File: config.mk
export PLATFORM = sky130hd
export DESIGN_NAME = s_bitserial_sub
export DESIGN_NICKNAME = d
export VERILOG_FILES = /design/src/rtl/s_bitserial_sub.sv
export SDC_FILE = /design/constraint.sdc
export NUM_CORES = 1
export LEC_CHECK = 0
export CORE_MARGIN = 2
export CORE_UTILIZATION = 49
export DETAILED_ROUTE_END_ITERATION = 6
export PLACE_DENSITY = 0.85
export SKIP_CTS_REPAIR_TIMING = 1
export SLEW_MARGIN = 5
export SYNTH_ARGS = -nofsm -noshare
export SYNTH_HDL_FRONTEND = slang
export SYNTH_SLANG_ARGS = --single-unit
File: constraint.sdc
create_clock -name clk -period 1.56 [get_ports clk]
set_input_delay 0.312 -clock clk [delete_from_list [all_inputs] [get_ports clk]]
set_output_delay 0.312 -clock clk [all_outputs]
set_load 0.01 [all_outputs]
File: src/rtl/s_bitserial_sub.sv
// Bit-serial signed subtractor: out = a - b as an exact (N+1)-bit two's-complement
// result, one bit per clock through a single full-adder cell and a carry flop.
module s_bitserial_sub #(
    parameter int unsigned N = 4
) (
    input  logic         clk,
    input  logic         rst_n,
    input  logic         in_valid,
    output logic         in_ready,
    input  logic [N-1:0] a,
    input  logic [N-1:0] b,
    output logic         out_valid,
    input  logic         out_ready,
    output logic [N:0]   out,
    output logic         busy
);

    localparam int unsigned CW = (N > 1) ? $clog2(N) : 1;

    typedef enum logic [1:0] {
        IDLE  = 2'd0,
        SHIFT = 2'd1,
        DONE  = 2'd2
    } state_t;

    state_t        state;
    state_t        state_next;

    // a_sr shifts the minuend out at bit 0 and collects result bits at the top.
    logic [N-1:0]  a_sr;
    logic [N-1:0]  b_sr;
    logic          carry;
    logic [CW-1:0] cnt;

    logic          accept_c;
    logic          last_c;
    logic          sum_c;
    logic          carry_c;
    logic          ext_c;
    logic          in_ready_d;
    logic          out_valid_d;
    logic          busy_d;

    assign accept_c = in_valid & in_ready;
    assign last_c   = (cnt == CW'(N - 1));
    assign sum_c    = a_sr[0] ^ b_sr[0] ^ carry;
    assign carry_c  = (a_sr[0] & b_sr[0]) | (carry & (a_sr[0] ^ b_sr[0]));
    // On the last step bit 0 of each shift register still holds the operand MSBs.
    assign ext_c    = a_sr[0] ^ b_sr[0] ^ carry_c;

    // State register
    always_ff @(posedge clk or negedge rst_n) begin
        if (!rst_n) begin
            state <= IDLE;
        end else begin
            state <= state_next;
        end
    end

    // Next-state logic
    always_comb begin
        state_next = state;
        case (state)
            IDLE:    if (accept_c)  state_next = SHIFT;
            SHIFT:   if (last_c)    state_next = DONE;
            DONE:    if (out_ready) state_next = IDLE;
            default: state_next = IDLE;
        endcase
    end

    // Handshake/status outputs decoded from the next state, then registered
    always_comb begin
        in_ready_d  = 1'b0;
        out_valid_d = 1'b0;
        busy_d      = 1'b0;
        case (state_next)
            IDLE:    in_ready_d  = 1'b1;
            SHIFT:   busy_d      = 1'b1;
            DONE: begin
                out_valid_d = 1'b1;
                busy_d      = 1'b1;
            end
            default: in_ready_d = 1'b1;
        endcase
    end

    always_ff @(posedge clk or negedge rst_n) begin
        if (!rst_n) begin
            in_ready  <= 1'b1;
            out_valid <= 1'b0;
            busy      <= 1'b0;
        end else begin
            in_ready  <= in_ready_d;
            out_valid <= out_valid_d;
            busy      <= busy_d;
        end
    end

    // Serial datapath: a + ~b + 1, LSB first
    always_ff @(posedge clk or negedge rst_n) begin
        if (!rst_n) begin
            a_sr  <= '0;
            b_sr  <= '0;
            carry <= 1'b0;
            cnt   <= '0;
            out   <= '0;
        end else begin
            case (state)
                IDLE: begin
                    if (accept_c) begin
                        a_sr  <= a;
                        b_sr  <= ~b;
                        carry <= 1'b1;
                        cnt   <= '0;
                    end
                end
                SHIFT: begin
                    a_sr  <= {sum_c, a_sr[N-1:1]};
                    b_sr  <= {1'b0, b_sr[N-1:1]};
                    carry <= carry_c;
                    cnt   <= cnt + CW'(1);
                    if (last_c) begin
                        out <= {ext_c, sum_c, a_sr[N-1:1]};
                    end
                end
                default: ;
            endcase
        end
    end

endmodule

==> results.sh <==
export IMPL_yosysSeqAreaShare_pct=52.7
export IMPL_leakage_nw=0.612
export IMPL_clk_path_buf_depth=2
export IMPL_pre_cts_slack_ns=0.0147
export IMPL_htreeDepth=1
export IMPL_dieHeight_um=49.2
export IMPL_r2r_start="a_sr[0]"
export IMPL_core_mm2=0.00194
export IMPL_n_fill_cell=166
export IMPL_gp_congestion=0.785
export IMPL_crit_fanout=2
export IMPL_skew_ns=0.00102
export IMPL_final_setup_viol_count=0
export IMPL_rsz0062_at_grt="false"
export IMPL_peakVddDrop_v=0.00108
export IMPL_r2r_end="a_sr[3]"
export IMPL_netlist_area_leader_share_pct=50.1
export IMPL_syn_num_nets=97
export IMPL_fmaxAchievable_mhz=670
export IMPL_netlist_area_um2=1000
export IMPL_whs_ns=0.359
export IMPL_synth_area_leaders="dfrtp_1, o2bb2ai_1, a22oi_1, mux2_4, fa_1"
export IMPL_drt_iter0_markers=11
export IMPL_path_delay_family="buffers and inverters"
export IMPL_path_clk_slew_ns=0.11
export IMPL_synth_distinct_cells=23
export IMPL_numCtsBuffers=3
export IMPL_synth_edf_count=0
export IMPL_synthFlopType="dfrtp_1"
export IMPL_p_total_mw=2.44
export IMPL_synth_commonest_cells="dfrtp_1, nor2_1, a22oi_1, o2bb2ai_1, nand2_1"
export IMPL_drv_cap=0
export IMPL_min_path_type="in -> async"
export IMPL_fin_nets=120
export IMPL_required_ns=1.25
export IMPL_antennaDiodeCount=0
export IMPL_drt_wl_total_um=1770
export IMPL_drc_errors=0
export IMPL_antenna_left=0
export IMPL_clock_latency_ns=0.29
export IMPL_slew_viol_final=0
export IMPL_crit_buf_inv=1
export IMPL_start_util_pct=51.5
export IMPL_grt_pass1_vias=663
export IMPL_detail_route_wl_per_cell_um=13.6
export IMPL_worst_pin_slew_ns=0.278
export IMPL_setup_ws_ns=0.0670
export IMPL_cp_start_kind="flip-flop"
export IMPL_grt_max_degree=22
export IMPL_post_route_period_util_pct=95.7
export IMPL_async_reset_ff_share_pct=100
export IMPL_status="complete, no violations"
export IMPL_die_area_mm2=0.00242
export IMPL_r2r_slack_ns=0.13
export IMPL_critPathSlowestCell="clkdlybuf4s50_1"
export IMPL_ff2ff_path_depth=3
export IMPL_track_usage_pct=16.4
export IMPL_clock_sinks=21
export IMPL_stdcell_count=130
export IMPL_grt_pass1_wl_um=3070
export IMPL_cts_tree="done"
export IMPL_yosysMostFrequentCell="dfrtp_1"
export IMPL_setup_worst_path_end_class="output pin"
export IMPL_antenna_found_initial=0
export IMPL_dp_hpwl_um=1290
export IMPL_hold_viol_final=0
export IMPL_vias=652
export IMPL_ios=20
export IMPL_synth_top_area_cell="dfrtp_1"
export IMPL_cp_data_arrival_time_ns=1.18
export IMPL_area_growth_pct=25.2
export IMPL_ys_ff_latch=21
export IMPL_period_minus_slack_ns=1.49
export IMPL_num_rows=16
export IMPL_grt_overflow=0
export IMPL_syn_mean_instance_area_um2=12.3
export IMPL_p_per_area_mw_per_mm2=1950
export IMPL_placedCellCount=126
export IMPL_synthCells=81
export IMPL_ys_warn_count=0
export IMPL_path_class="reg -> out"
export IMPL_first_pass_iters=4
export IMPL_slowest_delay_ns=0.53
export IMPL_cts_root_buf="clkbuf_4"
export IMPL_viasPerCell=5.02
export IMPL_fp_dieW_um=49.2
export IMPL_portBuffers=19
export IMPL_drive_above_1_share_pct=13.6
export IMPL_worstPathCellList="clkdlybuf4s50_1"
export IMPL_slew_headroom_pct=81.4
==> cells by family (layout without fill, tap and decap cells) <==
| group | Yosys count | count (layout) | synth area share (%) |
|---|---|---|---|
| mux | 5 | 5 | 6.51 |
| flops | 21 | 21 | 52.7 |
| compound gates | 21 | 21 | 18.0 |
| simple gates | 22 | 22 | 11.9 |
| buf+inv | 8 | 30 | 4.38 |
| fa+ha+maj | 4 | 4 | 6.51 |
==> power by group <==
| group | internal [mW] | switching [mW] | total, mW |
|---|---|---|---|
| clock | 0.0993 | 0.150 | 0.249 |
| combinational | 0.649 | 0.546 | 1.19 |
| sequential | 0.809 | 0.189 | 0.998 |
==> final cells by class <==
cell class / count / area [um2] / area share, %
tap: 27 / 33.8 / 2.70
inverter: 4 / 15.0 / 1.20
timing repair buffer: 22 / 220 / 17.6
multi-input combinational: 52 / 429 / 34.3
clock buffer: 4 / 26.3 / 2.10
sequential: 21 / 527 / 42.1
==> routing by layer <==
layer	GRT usage, %	wire (um)	share of wire [%]
met5	0	0	0
met4	4.29	11	0.62
met3	4.29	91	5.1
met2	25.7	856	48
met1	22.7	811	46
==> flip-flops by register name (all words and copies together) (netlist names) <==
register	flops
a_sr	4
b_sr	4
busy	1
carry	1
cnt	2
in_ready	1
out	5
out_valid	1
state	2
==> cells in the final DEF (no fill, tap or decap), drive strengths merged <==
cell,synthesis,final
nand3b,1,1
inv,4,4
mux2,3,3
and2,1,1
a22oi,7,7
ha,2,2
o21ai,3,3
nor2,8,8
fa,2,2
nand2,6,6
clkbuf,0,4
dlymetal6s2s,0,3
buf,4,3
o21bai,1,1
nor2b,4,4
a21oi,1,1
mux2i,2,2
dfstp,1,1
clkdlybuf4s50,0,16
o2bb2ai,7,7
o2bb2a,1,1
a21o,1,1
dfrtp,20,20
nand2b,2,2
==> worst max-delay path by stage <==
stage                          from   endpoint  slack, ns  depth (start not counted)
after CTS                  in_ready   in_ready      -0.15                          1
after global routing      out_valid  out_valid      0.006                          1
after floorplan             a_sr[0]    a_sr[3]       0.18                          3
final                        out[3]     out[3]       0.07                          1
after global placement     in_valid       busy       0.07                          6
after detailed placement   in_valid       busy       0.01                          6
==> metrics by stage <==
step                      TNS (ns)  util (%)  instance area [um2]
final                            0      64.4                 1250
after global routing             0      64.4                 1250
after CTS                   -0.151      64.0                 1240
after detailed placement         0      62.7                 1220
after global placement           0      62.7                 1220
after floorplan                  0         -                 1000
No activity file was read; power rests on OpenSTA's default activity.
